File: src/rtl/redmule_tile_pkg.sv
// Shared definitions for the RedMulE tile: sizes, event-unit register map,
// wake FSM state encoding and CTRL bit positions.
package redmule_tile_pkg;

  localparam int unsigned N_CORE = 1;
  localparam int unsigned N_IRQ  = 32;

  localparam logic [4:0] EVT_UNIT_PENDING_OFFS  = 5'h00;
  localparam logic [4:0] EVT_UNIT_CLEAR_OFFS    = 5'h04;
  localparam logic [4:0] EVT_UNIT_EVT_MASK_OFFS = 5'h08;
  localparam logic [4:0] EVT_UNIT_IRQ_MASK_OFFS = 5'h0C;
  localparam logic [4:0] EVT_UNIT_CTRL_OFFS     = 5'h10;
  localparam logic [4:0] EVT_UNIT_WU_CNT_OFFS   = 5'h14;

  localparam int unsigned EVT_UNIT_CTRL_WFE_EN_BIT   = 0;
  localparam int unsigned EVT_UNIT_CTRL_AUTO_CLR_BIT = 1;

  typedef enum logic [1:0] {
    EVT_UNIT_IDLE  = 2'd0,
    EVT_UNIT_PULSE = 2'd1,
    EVT_UNIT_HOLD  = 2'd2
  } evt_unit_state_e;

endpackage

File: src/rtl/redmule_tile_evt_unit_if.sv
// Request/grant register port of the event unit; software side is master.
interface redmule_tile_evt_unit_if;
  logic        req;
  logic        we;
  logic [4:0]  addr;
  logic [31:0] wdata;
  logic        gnt;
  logic        rvalid;
  logic [31:0] rdata;

  modport master (output req, we, addr, wdata, input gnt, rvalid, rdata);
  modport slave  (input req, we, addr, wdata, output gnt, rvalid, rdata);
endinterface

File: src/rtl/redmule_tile_evt_unit_regs.sv
// Event-unit register file: sticky pending bits with set-over-clear, masks, CTRL,
// registered read mux. Optional WU_CNT under REDMULE_TILE_EVT_UNIT_CNT_EN.
module redmule_tile_evt_unit_regs
  import redmule_tile_pkg::*;
#(
  parameter int unsigned EVT_W = 3
) (
  input  logic             clk_i,
  input  logic             rst_i,
  redmule_tile_evt_unit_if.slave cfg,
  input  logic [EVT_W-1:0] evt_set,
  input  logic [EVT_W-1:0] auto_clr_mask,
  input  logic             wu_inc,
  output logic [EVT_W-1:0] pending,
  output logic [EVT_W-1:0] evt_mask,
  output logic [EVT_W-1:0] irq_mask,
  output logic             wfe_en,
  output logic             auto_clr
);

  logic [EVT_W-1:0] pending_reg, pending_next;
  logic [EVT_W-1:0] evt_mask_reg, irq_mask_reg;
  logic             wfe_en_reg, auto_clr_reg;
  logic             rvalid_reg;
  logic [31:0]      rdata_reg, rdata_next;
  logic [EVT_W-1:0] clr_vec;
  logic             wr, rd;
  logic             unused_bits;

  assign wr = cfg.req & cfg.we;
  assign rd = cfg.req & ~cfg.we;

  assign cfg.gnt    = cfg.req;
  assign cfg.rvalid = rvalid_reg;
  assign cfg.rdata  = rdata_reg;

  // Set is ORed in after the clear so a same-cycle event always survives.
  assign clr_vec      = ((wr && cfg.addr == EVT_UNIT_CLEAR_OFFS) ? cfg.wdata[EVT_W-1:0] : '0)
                      | auto_clr_mask;
  assign pending_next = (pending_reg & ~clr_vec) | evt_set;

`ifdef REDMULE_TILE_EVT_UNIT_CNT_EN
  logic [31:0] wu_cnt_reg;

  always_ff @(posedge clk_i or posedge rst_i) begin
    if (rst_i) begin
      wu_cnt_reg <= '0;
    end else if (wr && cfg.addr == EVT_UNIT_WU_CNT_OFFS) begin
      wu_cnt_reg <= '0;
    end else if (wu_inc && wu_cnt_reg != 32'hFFFF_FFFF) begin
      wu_cnt_reg <= wu_cnt_reg + 32'd1;
    end
  end

  assign unused_bits = ^cfg.wdata;
`else
  assign unused_bits = ^{cfg.wdata, wu_inc};
`endif

  always_comb begin
    rdata_next = '0;
    case (cfg.addr)
      EVT_UNIT_PENDING_OFFS:  rdata_next = 32'(pending_reg);
      EVT_UNIT_EVT_MASK_OFFS: rdata_next = 32'(evt_mask_reg);
      EVT_UNIT_IRQ_MASK_OFFS: rdata_next = 32'(irq_mask_reg);
      EVT_UNIT_CTRL_OFFS: begin
        rdata_next[EVT_UNIT_CTRL_WFE_EN_BIT]   = wfe_en_reg;
        rdata_next[EVT_UNIT_CTRL_AUTO_CLR_BIT] = auto_clr_reg;
      end
`ifdef REDMULE_TILE_EVT_UNIT_CNT_EN
      EVT_UNIT_WU_CNT_OFFS:   rdata_next = wu_cnt_reg;
`endif
      default:                rdata_next = '0;
    endcase
  end

  always_ff @(posedge clk_i or posedge rst_i) begin
    if (rst_i) begin
      pending_reg  <= '0;
      evt_mask_reg <= '0;
      irq_mask_reg <= '0;
      wfe_en_reg   <= 1'b0;
      auto_clr_reg <= 1'b0;
      rvalid_reg   <= 1'b0;
      rdata_reg    <= '0;
    end else begin
      pending_reg <= pending_next;
      if (wr && cfg.addr == EVT_UNIT_EVT_MASK_OFFS) evt_mask_reg <= cfg.wdata[EVT_W-1:0];
      if (wr && cfg.addr == EVT_UNIT_IRQ_MASK_OFFS) irq_mask_reg <= cfg.wdata[EVT_W-1:0];
      if (wr && cfg.addr == EVT_UNIT_CTRL_OFFS) begin
        wfe_en_reg   <= cfg.wdata[EVT_UNIT_CTRL_WFE_EN_BIT];
        auto_clr_reg <= cfg.wdata[EVT_UNIT_CTRL_AUTO_CLR_BIT];
      end
      rvalid_reg <= cfg.req;
      rdata_reg  <= rd ? rdata_next : '0;
    end
  end

  assign pending  = pending_reg;
  assign evt_mask = evt_mask_reg;
  assign irq_mask = irq_mask_reg;
  assign wfe_en   = wfe_en_reg;
  assign auto_clr = auto_clr_reg;

endmodule

File: src/rtl/redmule_tile_evt_unit.sv
// RedMulE tile event/wake-up controller: busy falling-edge detect, wake FSM and
// IRQ mapping. Optional wake counter via REDMULE_TILE_EVT_UNIT_CNT_EN.
module redmule_tile_evt_unit
  import redmule_tile_pkg::*;
#(
  parameter int unsigned N_CORE     = redmule_tile_pkg::N_CORE,
  parameter int unsigned N_IRQ      = redmule_tile_pkg::N_IRQ,
  parameter int unsigned IRQ_OFFSET = 16,
  parameter int unsigned WU_CYCLES  = 4
) (
  input  logic                   clk_i,
  input  logic                   rst_i,
  input  logic [N_CORE-1:0][1:0] evt_i,
  input  logic                   busy_i,
  input  logic                   core_sleep_i,
  redmule_tile_evt_unit_if.slave cfg,
  output logic [N_IRQ-1:0]       irq_o,
  output logic                   wu_wfe_o
);

  localparam int unsigned EVT_W = 2 * N_CORE + 1;
  localparam int unsigned CNT_W = (WU_CYCLES > 1) ? $clog2(WU_CYCLES) : 1;
  localparam logic [CNT_W-1:0] WU_LOAD = CNT_W'(WU_CYCLES - 1);

  if (IRQ_OFFSET + EVT_W > N_IRQ) begin : g_bad_irq_offset
    $error("redmule_tile_evt_unit: IRQ_OFFSET+EVT_W exceeds N_IRQ");
  end
  if (WU_CYCLES < 1) begin : g_bad_wu_cycles
    $error("redmule_tile_evt_unit: WU_CYCLES must be at least 1");
  end
  if (EVT_W > 32) begin : g_bad_evt_w
    $error("redmule_tile_evt_unit: event vector wider than a register");
  end

  logic [EVT_W-1:0] evt_vec;
  logic [EVT_W-1:0] pending, evt_mask, irq_mask, auto_clr_mask;
  logic             wfe_en, auto_clr, wu_inc, wake_hit;
  logic             busy_q;
  evt_unit_state_e  state_reg, state_next;
  logic [CNT_W-1:0] cnt_reg, cnt_next;
  logic [N_IRQ-1:0] irq_reg;

  for (genvar gi = 0; gi < N_CORE; gi++) begin : g_evt
    assign evt_vec[2*gi]   = evt_i[gi][0];
    assign evt_vec[2*gi+1] = evt_i[gi][1];
  end
  assign evt_vec[EVT_W-1] = busy_q & ~busy_i;

  redmule_tile_evt_unit_regs #(
    .EVT_W (EVT_W)
  ) i_regs (
    .clk_i         (clk_i),
    .rst_i         (rst_i),
    .cfg           (cfg),
    .evt_set       (evt_vec),
    .auto_clr_mask (auto_clr_mask),
    .wu_inc        (wu_inc),
    .pending       (pending),
    .evt_mask      (evt_mask),
    .irq_mask      (irq_mask),
    .wfe_en        (wfe_en),
    .auto_clr      (auto_clr)
  );

  assign wake_hit = wfe_en & core_sleep_i & (|(pending & evt_mask));

  // HOLD waits for the core to leave sleep so one sleep period wakes only once.
  always_comb begin
    state_next    = state_reg;
    cnt_next      = cnt_reg;
    wu_inc        = 1'b0;
    auto_clr_mask = '0;
    case (state_reg)
      EVT_UNIT_IDLE: begin
        if (wake_hit) begin
          state_next = EVT_UNIT_PULSE;
          cnt_next   = WU_LOAD;
          wu_inc     = 1'b1;
          if (auto_clr) auto_clr_mask = pending & evt_mask;
        end
      end
      EVT_UNIT_PULSE: begin
        if (cnt_reg == '0) state_next = EVT_UNIT_HOLD;
        else               cnt_next   = cnt_reg - CNT_W'(1);
      end
      EVT_UNIT_HOLD: begin
        if (!core_sleep_i) state_next = EVT_UNIT_IDLE;
      end
      default: state_next = EVT_UNIT_IDLE;
    endcase
  end

  always_ff @(posedge clk_i or posedge rst_i) begin
    if (rst_i) begin
      busy_q    <= 1'b0;
      state_reg <= EVT_UNIT_IDLE;
      cnt_reg   <= '0;
      irq_reg   <= '0;
    end else begin
      busy_q    <= busy_i;
      state_reg <= state_next;
      cnt_reg   <= cnt_next;
      irq_reg   <= N_IRQ'(pending & irq_mask) << IRQ_OFFSET;
    end
  end

  assign irq_o    = irq_reg;
  assign wu_wfe_o = (state_reg == EVT_UNIT_PULSE);

endmodule

File: src/flat_wrapper.sv
// flat-port wrapper written by rule: the top's interface ports become plain ports
module redmule_tile_evt_unit_flat import redmule_tile_pkg::*;
#(
  parameter int unsigned N_CORE     = redmule_tile_pkg::N_CORE,
  parameter int unsigned N_IRQ      = redmule_tile_pkg::N_IRQ,
  parameter int unsigned IRQ_OFFSET = 16,
  parameter int unsigned WU_CYCLES  = 4
)
  (clk_i, rst_i, evt_i, busy_i, core_sleep_i, irq_o, wu_wfe_o, cfg_req, cfg_we, cfg_addr, cfg_wdata, cfg_gnt, cfg_rvalid, cfg_rdata);
  redmule_tile_evt_unit_if cfg_i ();
  input  logic clk_i;
  input  logic rst_i;
  input  logic [N_CORE-1:0][1:0] evt_i;
  input  logic busy_i;
  input  logic core_sleep_i;
  output logic [N_IRQ-1:0] irq_o;
  output logic wu_wfe_o;
  input wire logic [$bits(cfg_i.req)-1:0] cfg_req;
  input wire logic [$bits(cfg_i.we)-1:0] cfg_we;
  input wire logic [$bits(cfg_i.addr)-1:0] cfg_addr;
  input wire logic [$bits(cfg_i.wdata)-1:0] cfg_wdata;
  output wire logic [$bits(cfg_i.gnt)-1:0] cfg_gnt;
  output wire logic [$bits(cfg_i.rvalid)-1:0] cfg_rvalid;
  output wire logic [$bits(cfg_i.rdata)-1:0] cfg_rdata;
  assign cfg_i.req = cfg_req;
  assign cfg_i.we = cfg_we;
  assign cfg_i.addr = cfg_addr;
  assign cfg_i.wdata = cfg_wdata;
  assign cfg_gnt = cfg_i.gnt;
  assign cfg_rvalid = cfg_i.rvalid;
  assign cfg_rdata = cfg_i.rdata;
  redmule_tile_evt_unit #(.N_CORE(N_CORE), .N_IRQ(N_IRQ), .IRQ_OFFSET(IRQ_OFFSET), .WU_CYCLES(WU_CYCLES)) u_core (.clk_i(clk_i), .rst_i(rst_i), .evt_i(evt_i), .busy_i(busy_i), .core_sleep_i(core_sleep_i), .cfg(cfg_i), .irq_o(irq_o), .wu_wfe_o(wu_wfe_o));
endmodule
File: config.mk
export PLATFORM = sky130hd
export DESIGN_NAME = redmule_tile_evt_unit_flat
export DESIGN_NICKNAME = d
export VERILOG_FILES = /design/src/rtl/redmule_tile_pkg.sv /design/src/rtl/redmule_tile_evt_unit_if.sv /design/src/rtl/redmule_tile_evt_unit_regs.sv /design/src/rtl/redmule_tile_evt_unit.sv /design/src/flat_wrapper.sv
export SDC_FILE = /design/constraint.sdc
export NUM_CORES = 1
export LEC_CHECK = 0
export BUFFER_PORTS_ARGS = -buffer_cell sky130_fd_sc_hd__clkbuf_2
export CAP_MARGIN = 20
export CORE_UTILIZATION = 42
export CTS_BUF_LIST = sky130_fd_sc_hd__clkbuf_8
export CTS_CLUSTER_SIZE = 8
export DETAILED_ROUTE_END_ITERATION = 8
export PLACE_DENSITY = 0.84
export SYNTH_ARGS = -nofsm -noshare
export SYNTH_HDL_FRONTEND = slang
export SYNTH_SLANG_ARGS = --single-unit
File: constraint.sdc
create_clock -name clk_i -period 1.39 [get_ports clk_i]
set_input_delay 0.278 -clock clk_i [delete_from_list [all_inputs] [get_ports clk_i]]
set_output_delay 0.278 -clock clk_i [all_outputs]
set_load 0.005 [all_outputs]
==> results.py <==
metrics = {
    "power_and_ir_drop": {
        "vdd_drop_max_mv": 0.588,
        "p_leak_nw": 0.867,
        "finalPower_mw": 1.64,
        "power.switching_uw": 483,
        "powerDensity_mw_per_mm2": 1020,
        "clock_power_share_pct": 24.9,
        "p_int_mw": 1.15,
        "pwr-share-seq_pct": 50.9,
        "switching_share_pct": 29.5,
        "p_comb_share_pct": 24.2,
    },
    "yosys": {
        "synthMuxAreaShare_pct": 9.89,
        "synth-async-reset-ratio_pct": 100,
        "synth_top_area_share_pct": 37.6,
        "yosys_warnings": 0,
        "synth-seq-cells": 23,
        "synthTopCellsByArea": "dfrtp_1 (38%), buf_4 (29%), mux2_2 (6.6%)",
        "synth_edf_count": 0,
        "synth_xor_area_share_pct": 0,
        "syn_area_per_cell_um2": 10.4,
        "yosys.area_share.simple_pct": 13.6,
        "ys_seq_area_share_pct": 37.6,
        "synth-compound-area-share_pct": 6.38,
        "synth_fa_ha_area_share_pct": 0.818,
        "synth_cell_type_count": 35,
        "synth_area_leader_cell": "dfrtp_1",
        "synth_top_family_by_area": "buffers and inverters",
        "ys.flop_type": "dfrtp_1",
        "synthesis.instances": 147,
        "synth.cell_area_mm2": 0.00153,
        "synth_common_cells": "buf_4 (59), dfrtp_1 (23), mux2_2 (9)",
        "synth.most_common_cell": "buf_4",
    },
    "critical_path": {
        "endpoint": "u_core.i_regs.evt_mask[1]$_DFFE_PP0P_",
        "reg2reg_from": "u_core.cnt_reg[0]$_DFFE_PP0P_",
        "cp_cell_sequence": "clkbuf_2 > or4b_4 > nor3_4 > mux2_2",
        "worstPathArrival_ns": 1.51,
        "cp_num_cells": 4,
        "startpoint": "cfg_addr[0]",
        "path_max_fanout": 4,
        "r2r_cells": 5,
        "end_kind": "register",
        "crit_slowest_cell": "or4b_4",
        "start_kind": "input port",
        "worst-path-buf-inv": 1,
        "reg2reg_to": "u_core.cnt_reg[1]$_DFFE_PP0P_",
        "rrSetupSlack_ns": 0.11,
        "crit_path_max_incr_delay_ns": 0.59,
        "critical_path_class": "input port to register",
        "crit_family": "simple AND/OR/NAND/NOR gates",
        "critPathRequiredTime_ns": 1.54,
    },
    "timing": {
        "timing.final.crit_period_ns": 1.36,
        "period_share_pct": 98.1,
        "hold_viol": 0,
        "setup_viol": 0,
        "rsz0062_at_grt": "yes",
        "finClkSkew_ns": 0.00240,
        "setup_tns_ns": 0,
        "holdWs_ns": 0.0247,
        "max_freq_mhz": 733,
        "slew_violations": 0,
    },
    "global_route": {
        "grt_pass1_vias": 798,
        "antenna_found_initial": 0,
        "grt_pass1_wl_um": 3870,
        "grt_use_total_pct": 12.7,
        "grt_overflow": 0,
        "grt_max_degree": 24,
    },
    "floorplan": {
        "dieHeight_um": 62.4,
        "core_mm2": 0.00342,
        "dieArea_mm2": 0.00389,
        "start_util_pct": 44.8,
        "die_w_um": 62.4,
        "row_count": 21,
        "io_pins": 112,
    },
    "clocking": {
        "cts_made_buffers": 3,
        "cts_tree": "done",
        "clock-sinks": 23,
        "root_buffer": "clkbuf_8",
        "cts.clk_slew.worst_paths_ns": 0.08,
        "post_cts_buffers": 0,
        "clockBufferDepth": 2,
        "insertion_delay_ns": 0.26,
        "htreeDepth": 1,
    },
    "final_layout": {
        "final_core_util_pct": 47.1,
        "design_area_mm2": 0.00161,
        "syn_to_final_growth_pct": 5.15,
        "layout.nets": 227,
        "n_antenna_cell": 0,
        "drive_gt1_share_pct": 30.0,
    },
    "place": {
        "dp_hpwl_um": 1890,
        "io_buffers": 24,
        "dpl_cell_area_mm2": 0.00156,
        "gp_congestion": 0.773,
    },
    "worst_hold_path": {
        "min_path_type": "input port to async pin",
    },
    "routing": {
        "antenna_left": 0,
        "drcViolationCount": 0,
        "initialDrtViolationCount": 34,
        "via_per_inst": 4.19,
        "finalWirelength_um": 2410,
        "dr.pass1.iters": 4,
        "wl_per_cell_um": 10.7,
        "vias": 946,
    },
    "flow_run": {
        "max_cap_viol_count": 0,
    },
    "outcome": {
        "outcome": "finished, final reports clean",
    },
}
routing by layer:
metal	vias to the layer above	share of wire, %	GRT usage [%]
li1	454	-	-
met1	440	44	16.7
met2	50	47	20.9
met3	2	7.8	4.04
met4	0	0.41	1.74
met5	-	0	0
worst min path at each step:
stage	slack (ns)	cells after the start	endpoint
final	0.02	3	u_core.i_regs.cfg.rdata[1]$_DFF_PP0_
after global routing	0.04	3	u_core.i_regs.evt_mask[0]$_DFFE_PP0P_
after CTS	0.04	3	u_core.i_regs.wfe_en$_DFFE_PP0P_
after detailed placement	0.32	3	u_core.irq_o[16]$_DFF_PP0_
after global placement	0.31	3	u_core.irq_o[16]$_DFF_PP0_
after floorplan	0.28	1	u_core.busy_q$_DFF_PP0_
final cells by class:
type,instances,area (um2)
Multi-Input combinational cell,114,721
Sequential cell,23,576
Timing Repair Buffer,33,188
Clock buffer,3,41.3
Fill cell,345,1810
Inverter,6,22.5
Tap cell,46,57.6
Clock inverter,1,3.75
tightest hold or removal path, cell delays in order:
cell      delay (ns)
clkbuf_2        0.08
inv_1           0.04
buf_4           0.28
metrics by stage:
| stage | instances | setup slack [ns] |
|---|---|---|
| finish | 226 | 0.0267 |
| CTS | 226 | 0.0214 |
| detailed placement | 222 | -0.259 |
| global placement | 222 | -0.239 |
| global route | 226 | -0.0137 |
| floorplan | 204 | -0.161 |
kinds of logic (layout without fill, tap and decap cells):
| group | after synthesis | after routing |
|---|---|---|
| multiplexers | 14 | 14 |
| AND/OR/NAND/NOR | 29 | 29 |
| flip-flops | 23 | 23 |
| adder cells (fa/ha/maj) | 1 | 1 |
| AO/OA/AOI/OAI | 12 | 12 |
| other | 1 | 58 |
| buffers and inverters | 67 | 43 |
cell usage in the layout, fill, tap and decap left out, types with 3 or more instances in the layout:
cell type / netlist / final
and2_1: 4 / 4
and3b_1: 3 / 3
buf_4: 59 / 9
clkbuf_2: 0 / 24
clkbuf_8: 0 / 3
conb_1: 1 / 58
dfrtp_1: 23 / 23
inv_1: 6 / 7
mux2_2: 9 / 4
mux2_4: 0 / 5
mux2i_1: 5 / 5
nand3_1: 7 / 7
power groups by stage:
stage,Clock (mW),Combinational (mW),Sequential (mW)
floorplan,0,0.408,0.822
global placement,0,0.378,0.834
detailed placement,0,0.392,0.843
CTS,0.410,0.395,0.830
global route,0.448,0.450,0.843
finish,0.408,0.396,0.832
what timing repair did:
| action | in CTS | in global routing |
|---|---|---|
| endpoints found under the setup margin | 0 | 4 |
| hold buffers | 0 | 0 |
| gates resized for setup | 0 | 1 |
(Power assumes the default switching activity.)
